File: src/rtl/updown_sched_if.sv
// Request/grant bundle between requesters, the updown_sched arbiter and the
// shared up/down counter it steps.
interface updown_sched_if #(
  parameter int LEN_W = 8
);
  logic [1:0]       req;
  logic [1:0]       dir;
  logic [LEN_W-1:0] len0;
  logic [LEN_W-1:0] len1;
  logic [1:0]       gnt;
  logic [1:0]       done;
  logic             abort;
  logic             busy;
  logic             ctr_en;
  logic             ctr_inst;
  logic [LEN_W-1:0] remaining;

  modport master (
    output req, dir, len0, len1,
    input  gnt, done, abort, busy, ctr_en, ctr_inst, remaining
  );

  modport slave (
    input  req, dir, len0, len1,
    output gnt, done, abort, busy, ctr_en, ctr_inst, remaining
  );
endinterface

File: src/rtl/updown_sched.sv
// Two-requester round-robin scheduler that drives a shared up/down counter
// for len steps per grant, with abort on early request drop.
module updown_sched #(
  parameter int LEN_W = 8
) (
  input logic           clock,
  input logic           reset,
  updown_sched_if.slave bus
);

  typedef enum logic [1:0] {
    S_IDLE,
    S_RUN,
    S_DONE
  } state_t;

  state_t           state;
  logic             last;
  logic             owner;
  logic [1:0]       gnt_q;
  logic [1:0]       done_q;
  logic             abort_q;
  logic             busy_q;
  logic             en_q;
  logic             inst_q;
  logic [LEN_W-1:0] rem_q;

  logic             sel;
  logic [LEN_W-1:0] len_sel;

  // Tie goes to the requester not served last; a lone request wins outright.
  always_comb begin
    sel     = 1'b0;
    len_sel = '0;
    if (bus.req == 2'b11) sel = ~last;
    else                  sel = bus.req[1];
    len_sel = sel ? bus.len1 : bus.len0;
  end

  always_ff @(posedge clock or negedge reset) begin
    if (!reset) begin
      state   <= S_IDLE;
      last    <= 1'b1;
      owner   <= 1'b0;
      gnt_q   <= '0;
      done_q  <= '0;
      abort_q <= 1'b0;
      busy_q  <= 1'b0;
      en_q    <= 1'b0;
      inst_q  <= 1'b0;
      rem_q   <= '0;
    end else begin
      done_q  <= '0;
      abort_q <= 1'b0;
      case (state)
        S_IDLE: begin
          if (|bus.req) begin
            owner  <= sel;
            last   <= sel;
            gnt_q  <= sel ? 2'b10 : 2'b01;
            busy_q <= 1'b1;
            if (len_sel != '0) begin
              state  <= S_RUN;
              rem_q  <= len_sel;
              en_q   <= 1'b1;
              inst_q <= bus.dir[sel];
            end else begin
              state  <= S_DONE;
              rem_q  <= '0;
              done_q <= sel ? 2'b10 : 2'b01;
            end
          end
        end
        S_RUN: begin
          if (!bus.req[owner]) begin
            state   <= S_IDLE;
            abort_q <= 1'b1;
            gnt_q   <= '0;
            busy_q  <= 1'b0;
            en_q    <= 1'b0;
            inst_q  <= 1'b0;
            rem_q   <= '0;
          end else if (rem_q == LEN_W'(1)) begin
            state  <= S_DONE;
            done_q <= gnt_q;
            en_q   <= 1'b0;
            inst_q <= 1'b0;
            rem_q  <= '0;
          end else begin
            rem_q <= rem_q - LEN_W'(1);
          end
        end
        S_DONE: begin
          state  <= S_IDLE;
          gnt_q  <= '0;
          busy_q <= 1'b0;
        end
        default: begin
          state  <= S_IDLE;
          gnt_q  <= '0;
          busy_q <= 1'b0;
          en_q   <= 1'b0;
          inst_q <= 1'b0;
          rem_q  <= '0;
        end
      endcase
    end
  end

  assign bus.gnt       = gnt_q;
  assign bus.done      = done_q;
  assign bus.abort     = abort_q;
  assign bus.busy      = busy_q;
  assign bus.ctr_en    = en_q;
  assign bus.ctr_inst  = inst_q;
  assign bus.remaining = rem_q;

endmodule

File: src/flat_wrapper.sv
// flat-port wrapper written by rule: the top's interface ports become plain ports
module updown_sched_flat 
#(
  parameter int LEN_W = 8
)
  (clock, reset, bus_req, bus_dir, bus_len0, bus_len1, bus_gnt, bus_done, bus_abort, bus_busy, bus_ctr_en, bus_ctr_inst, bus_remaining);
  updown_sched_if #(.LEN_W(LEN_W)) bus_i ();
  input logic clock;
  input logic reset;
  input wire logic [$bits(bus_i.req)-1:0] bus_req;
  input wire logic [$bits(bus_i.dir)-1:0] bus_dir;
  input wire logic [$bits(bus_i.len0)-1:0] bus_len0;
  input wire logic [$bits(bus_i.len1)-1:0] bus_len1;
  output wire logic [$bits(bus_i.gnt)-1:0] bus_gnt;
  output wire logic [$bits(bus_i.done)-1:0] bus_done;
  output wire logic [$bits(bus_i.abort)-1:0] bus_abort;
  output wire logic [$bits(bus_i.busy)-1:0] bus_busy;
  output wire logic [$bits(bus_i.ctr_en)-1:0] bus_ctr_en;
  output wire logic [$bits(bus_i.ctr_inst)-1:0] bus_ctr_inst;
  output wire logic [$bits(bus_i.remaining)-1:0] bus_remaining;
  assign bus_i.req = bus_req;
  assign bus_i.dir = bus_dir;
  assign bus_i.len0 = bus_len0;
  assign bus_i.len1 = bus_len1;
  assign bus_gnt = bus_i.gnt;
  assign bus_done = bus_i.done;
  assign bus_abort = bus_i.abort;
  assign bus_busy = bus_i.busy;
  assign bus_ctr_en = bus_i.ctr_en;
  assign bus_ctr_inst = bus_i.ctr_inst;
  assign bus_remaining = bus_i.remaining;
  updown_sched #(.LEN_W(LEN_W)) u_core (.clock(clock), .reset(reset), .bus(bus_i));
endmodule
File: config.mk
export PLATFORM = sky130hd
export DESIGN_NAME = updown_sched_flat
export DESIGN_NICKNAME = d
export VERILOG_FILES = /design/src/rtl/updown_sched_if.sv /design/src/rtl/updown_sched.sv /design/src/flat_wrapper.sv
export SDC_FILE = /design/constraint.sdc
export NUM_CORES = 1
export LEC_CHECK = 0
export ABC_AREA = 1
export ABC_CLOCK_PERIOD_IN_PS = 3780
export CAP_MARGIN = 20
export CORE_ASPECT_RATIO = 0.9
export CORE_MARGIN = 10
export CORE_UTILIZATION = 45
export DETAILED_ROUTE_END_ITERATION = 6
export PLACE_DENSITY = 0.77
export SETUP_SLACK_MARGIN = 0.5
export SYNTH_ARGS = -nofsm -noshare
export SYNTH_HDL_FRONTEND = slang
export SYNTH_SLANG_ARGS = --single-unit
File: constraint.sdc
create_clock -name clock -period 3.78 [get_ports clock]
set_input_delay 0.378 -clock clock [delete_from_list [all_inputs] [get_ports clock]]
set_output_delay 0.378 -clock clock [all_outputs]
set_load 0.02 [all_outputs]
Word-level counts from Yosys, hierarchy flattened
Cells that the tools add are included.

Bits in registers: 20. Bits of input ports: 22. Logic and storage cells: 69.

Bitwise logic cells: 2. Equal/unequal tests: 8. Reduce and logical (&&, ||, !) cells: 8. Mux-type cells: 38. $lt $le $gt $ge: 2. Add/sub/neg operators: 1.

Operator list (count): two-way mux 8 bit (5); one-hot mux 8 bit (3 select lines) (1); two-way mux 2 bit (11); two-way mux 1 bit (15); one-hot mux 2 bit (2 select lines) (3); == test 8 x 1 -> 1 bit (second input constant) (1); AND reduction 2 bit (4); nonzero test 8 bit (1); subtractor 8 x 1 -> 8 bit (second input constant) (1); one-hot mux 1 bit (3 select lines) (2); == test 2 bit (second input constant) (2); less-than comparator 1 x 2 -> 1 bit (second input constant) (2); inequality test 2 x 1 -> 1 bit (second input constant) (2); AND reduction 4 bit (1); inequality test 3 bit (second input constant) (1); == test 2 x 1 -> 1 bit (second input constant) (1); logical NOT 2 bit (1); inequality test 2 bit (second input constant) (1); NOT 1 bit (2); one-hot mux 1 bit (2 select lines) (1); OR reduction 2 bit (1).

Longest topological paths before layout
Depth in word-level cells: 7. Mapped depth: 11. Gate-level depth less buffers: 10.

Worst setup path before layout
No wires, ideal clock.

Kind: flip-flop to flip-flop. Start point: register u_core.rem_q[1] (netlist: u_core.bus.remaining[1]). End point: register u_core.en_q (netlist: u_core.bus.ctr_en). Setup slack: 2306 ps. Data required time: 3663 ps. Library setup time: 117 ps. Stages on the path, launching flop included: 10. Arrival: 1357 ps. Period minus slack after synthesis: 1474 ps. Cells stage by stage: dfrtp_1 inv_1 ha_1 nand3_1 nor2_1 nor2_4 nor2_1 nand2_1 nand2_1 nand2_1.

Longest elaborated chain between the ends: 3.

Ends and longest elaborated chain: from (decl) (RTL line updown_sched.sv:26) `logic [LEN_W-1:0] rem_q;`; from (signal assigned) (RTL line updown_sched.sv:64) `rem_q <= len_sel;`; from (signal assigned) (RTL line updown_sched.sv:90) `rem_q <= rem_q - LEN_W'(1);`; == test 8 x 1 -> 1 bit (RTL line updown_sched.sv:83) `end else if (rem_q == LEN_W'(1)) begin`; inequality test 3 bit (no source line); AND reduction 4 bit (no source line); to (signal assigned) (RTL line updown_sched.sv:80) `en_q <= 1'b0;`; to (signal assigned) (RTL line updown_sched.sv:86) `en_q <= 1'b0;`; to (signal assigned) (RTL line updown_sched.sv:102) `en_q <= 1'b0;`; to (decl) (RTL line updown_sched.sv:24) `logic en_q;`.

No other way between the ends. A chain may end at the register's enable or synchronous reset.

Worst setup path in the final report
Start point: register u_core.rem_q[2] (netlist: u_core.bus.remaining[2]). End point: output bus_remaining[2].

RTL lines: to (decl) (RTL line flat_wrapper.sv:20) `output wire logic [$bits(bus_i.remaining)-1:0] bus_remaining;`.

No word-level cell between the ends.

==> run metrics <==
GRT Total Usage 12.7%; crit path from u_core.bus.remaining[2]; Post-Syn Area 1290 um2; core area ~2700 um2; vias in the first global route ~1200; dpl hpwl ~2.7 mm; Placed Cells 256; Layout area overhead 34.4%; worst path bufs/invs 1; largest net degree at the start of global routing 21; CP required ~3400 ps; WL per Instance 12.9 um; NumNets Final 245; P_int between 600 and 700 uW; chip height 70.9 um; # Max-Cap Violations 0; status complete, no violations; number of gates resized after cts 0; total power around 1300 uW; ant diodes 0; Final Cycle Share a little under half; FMAX 0.558 GHz; clock sink count 20; share of the synthesized area in the top cell type 36.7%; Hold Crit Class reg2reg; RR Startpoint u_core.bus.remaining[1]; YS warnings 0; Die ar. roughly 5400 um2; minimum clock period 1790 ps; P_sw 578 uW; post-synthesis cell type count 26; DRC 0; Slowest-stage cell, CP clkdlybuf4s50_1; initial antenna violation count 0; CTS tree built; Num CTS Buffers 3; GPL Wtd Cong 0.956; clock root cell clkbuf_4; Seq pwr share approximately 30%; Die Wd around 77 um; initial core utilization around 47%; Syn Nets slightly above 200; Placement Setup Slack 1800 ps; crit-path cells clkdlybuf4s50_1; worst hold start u_core.bus.ctr_inst; Seq/Total Area, Yosys 38.7%; Pwr Density between 700 and 800 nW/um2; post-layout util 63.3%; Post-CTS Hold Fix Bufs 0; Clock Latency Late Sink 320 ps; H-tree depth 1; Slew Viols, Final 0; 1st-iter DRT viols 153; CP top delay family buffers and inverters; CTS max path bufs 2; total grt overflow 0; Post-Layout Cell Count 260; CTS clock-pin slew for the worst setup and hold paths ~130 ps; skew final approximately 4.8 ps; # port buffers 37; Max VDD drop 323 uV; via count 1269; Final WS setup 1990 ps; Sw Ratio 45.3%; Detailed Routing Iterations Pass 1 4; post-CTS setup repair buffer count 0; Synth area leaders dfrtp_1, nand2_1, inv_1, nand3_1, nand3b_1; Routed Wire Length 3.35 mm; Via density about 4.9; Worst Max-Slew Pin Slew 868 ps; Leak 0.000875 uW; CP max stage delay 640 ps; CP Data Arrival Time 1420 ps; Post-Syn Instances 182; Clk pwr share 14.3%; TNS Setup 0 ps; post-route ant nets 0; RSZ-0062 raised after global routing no; setup violators final 0; count of state elements after synthesis 20; global-route wire length before repair 5.67 mm; kind of critical path reg2out; Comb power frac 56.1%; crit path max fanout 5; crit end category primary output; CP Launch Type flip-flop; syn_area_per_cell 7.12 um2; ratio of cells with drive above 1 in the final layout 9.09%; site row count 18; Final Hold Fails 0; num ports 38; largest area contributor in the netlist dfrtp_1; Max-slew headroom 42.0%
==> kinds of logic (layout without fill, tap and decap cells) <==
logic type               count (synthesis)  in the layout  synth area share [%]
flip-flops                              20             20                  38.7
AO/OA/AOI/OAI                           16             16                  6.67
adder cells (fa/ha/maj)                  2              2                  1.93
AND/OR/NAND/NOR                        112            112                  41.0
buffers and inverters                   29             67                  9.66
XOR/XNOR                                 3              3                  2.03
==> power by group through the flow <==
stage                     registers (uW)  clock network (uW)  logic, uW
after CTS                            379                 187        722
after global placement               381                   0        713
final                                378                 182        717
after detailed placement             383                   0        717
after global routing                 392                 193        802
after floorplan                      453                   0        399
==> per-layer routing <==
layer	vias up	track usage, %	routed length, um	share of wire, %
met5	-	0	0	0
met4	0	4.95	57	1.7
li1	647	-	-	-
met1	581	14.5	1420	42
met2	36	21.4	1620	48
met3	5	4.67	254	7.6
==> synthesized netlist by cell type <==
cell / instances
nor2_1: 8
clkinv_1: 1
nand4_1: 1
buf_2: 1
dfstp_2: 1
dfrtp_1: 19
nor3_1: 1
buf_4: 1
inv_2: 1
nor2_4: 3
ha_1: 2
nand3_2: 1
xor2_1: 2
nand3b_1: 7
nand2_2: 7
nand3_1: 13
o21ai_1: 5
nand2_1: 68
a21oi_1: 2
xnor2_1: 1
buf_8: 1
o21ai_0: 4
inv_1: 24
o22ai_1: 5
nand2_4: 2
nor2_2: 1
==> flip-flops by register name (all words and copies together) (netlist names) <==
name                  cells
u_core.state              2
u_core.bus.done           2
u_core.bus.gnt            2
u_core.bus.busy           1
u_core.bus.remaining      8
u_core.last               1
u_core.bus.abort          1
u_core.owner              1
u_core.bus.ctr_en         1
u_core.bus.ctr_inst       1
==> final cells by class <==
cell class	instances	area [um2]
Clock buffer	3	22.5
Clock inverter	1	30.0
Fill cell	255	1010
Inverter	26	97.6
Multi-Input combinational cell	133	668
Sequential cell	20	502
Tap cell	40	50.0
Timing Repair Buffer	37	370
==> metrics by stage <==
step	hold slack (ps)	area [um2]
after CTS	493	1740
final	485	1740
after global routing	509	1740
after floorplan	82.4	1290
after detailed placement	462	1690
after global placement	463	1690
==> cells in the final DEF, fill, tap and decap left out, drive strengths merged <==
cell type      Yosys  final
nand2             77     77
clkdlybuf4s50      0     37
inv               25     25
dfrtp             19     19
nand3             14     14
nor2              12     12
o21ai              9      9
nand3b             7      7
o22ai              5      5
clkbuf             0      3
a21oi              2      2
xor2               2      2
ha                 2      2
clkinv             1      1
nor3               1      1
nand4              1      1
xnor2              1      1
bufinv             0      1
dfstp              1      1
==> worst paths after layout <==
check                                     endpoint  slack [ps]  cells after the start
max in group asynchronous          u_core.bus.busy        2710                      1
min reg2reg                    u_core.bus.ctr_inst         490                      2
min in group asynchronous  u_core.bus.remaining[7]         540                      1
max reg2reg                      u_core.bus.ctr_en        2120                      9
max                               bus_remaining[2]        1990                      1
min                            u_core.bus.ctr_inst         490                      2
(Power assumes the default switching activity.)
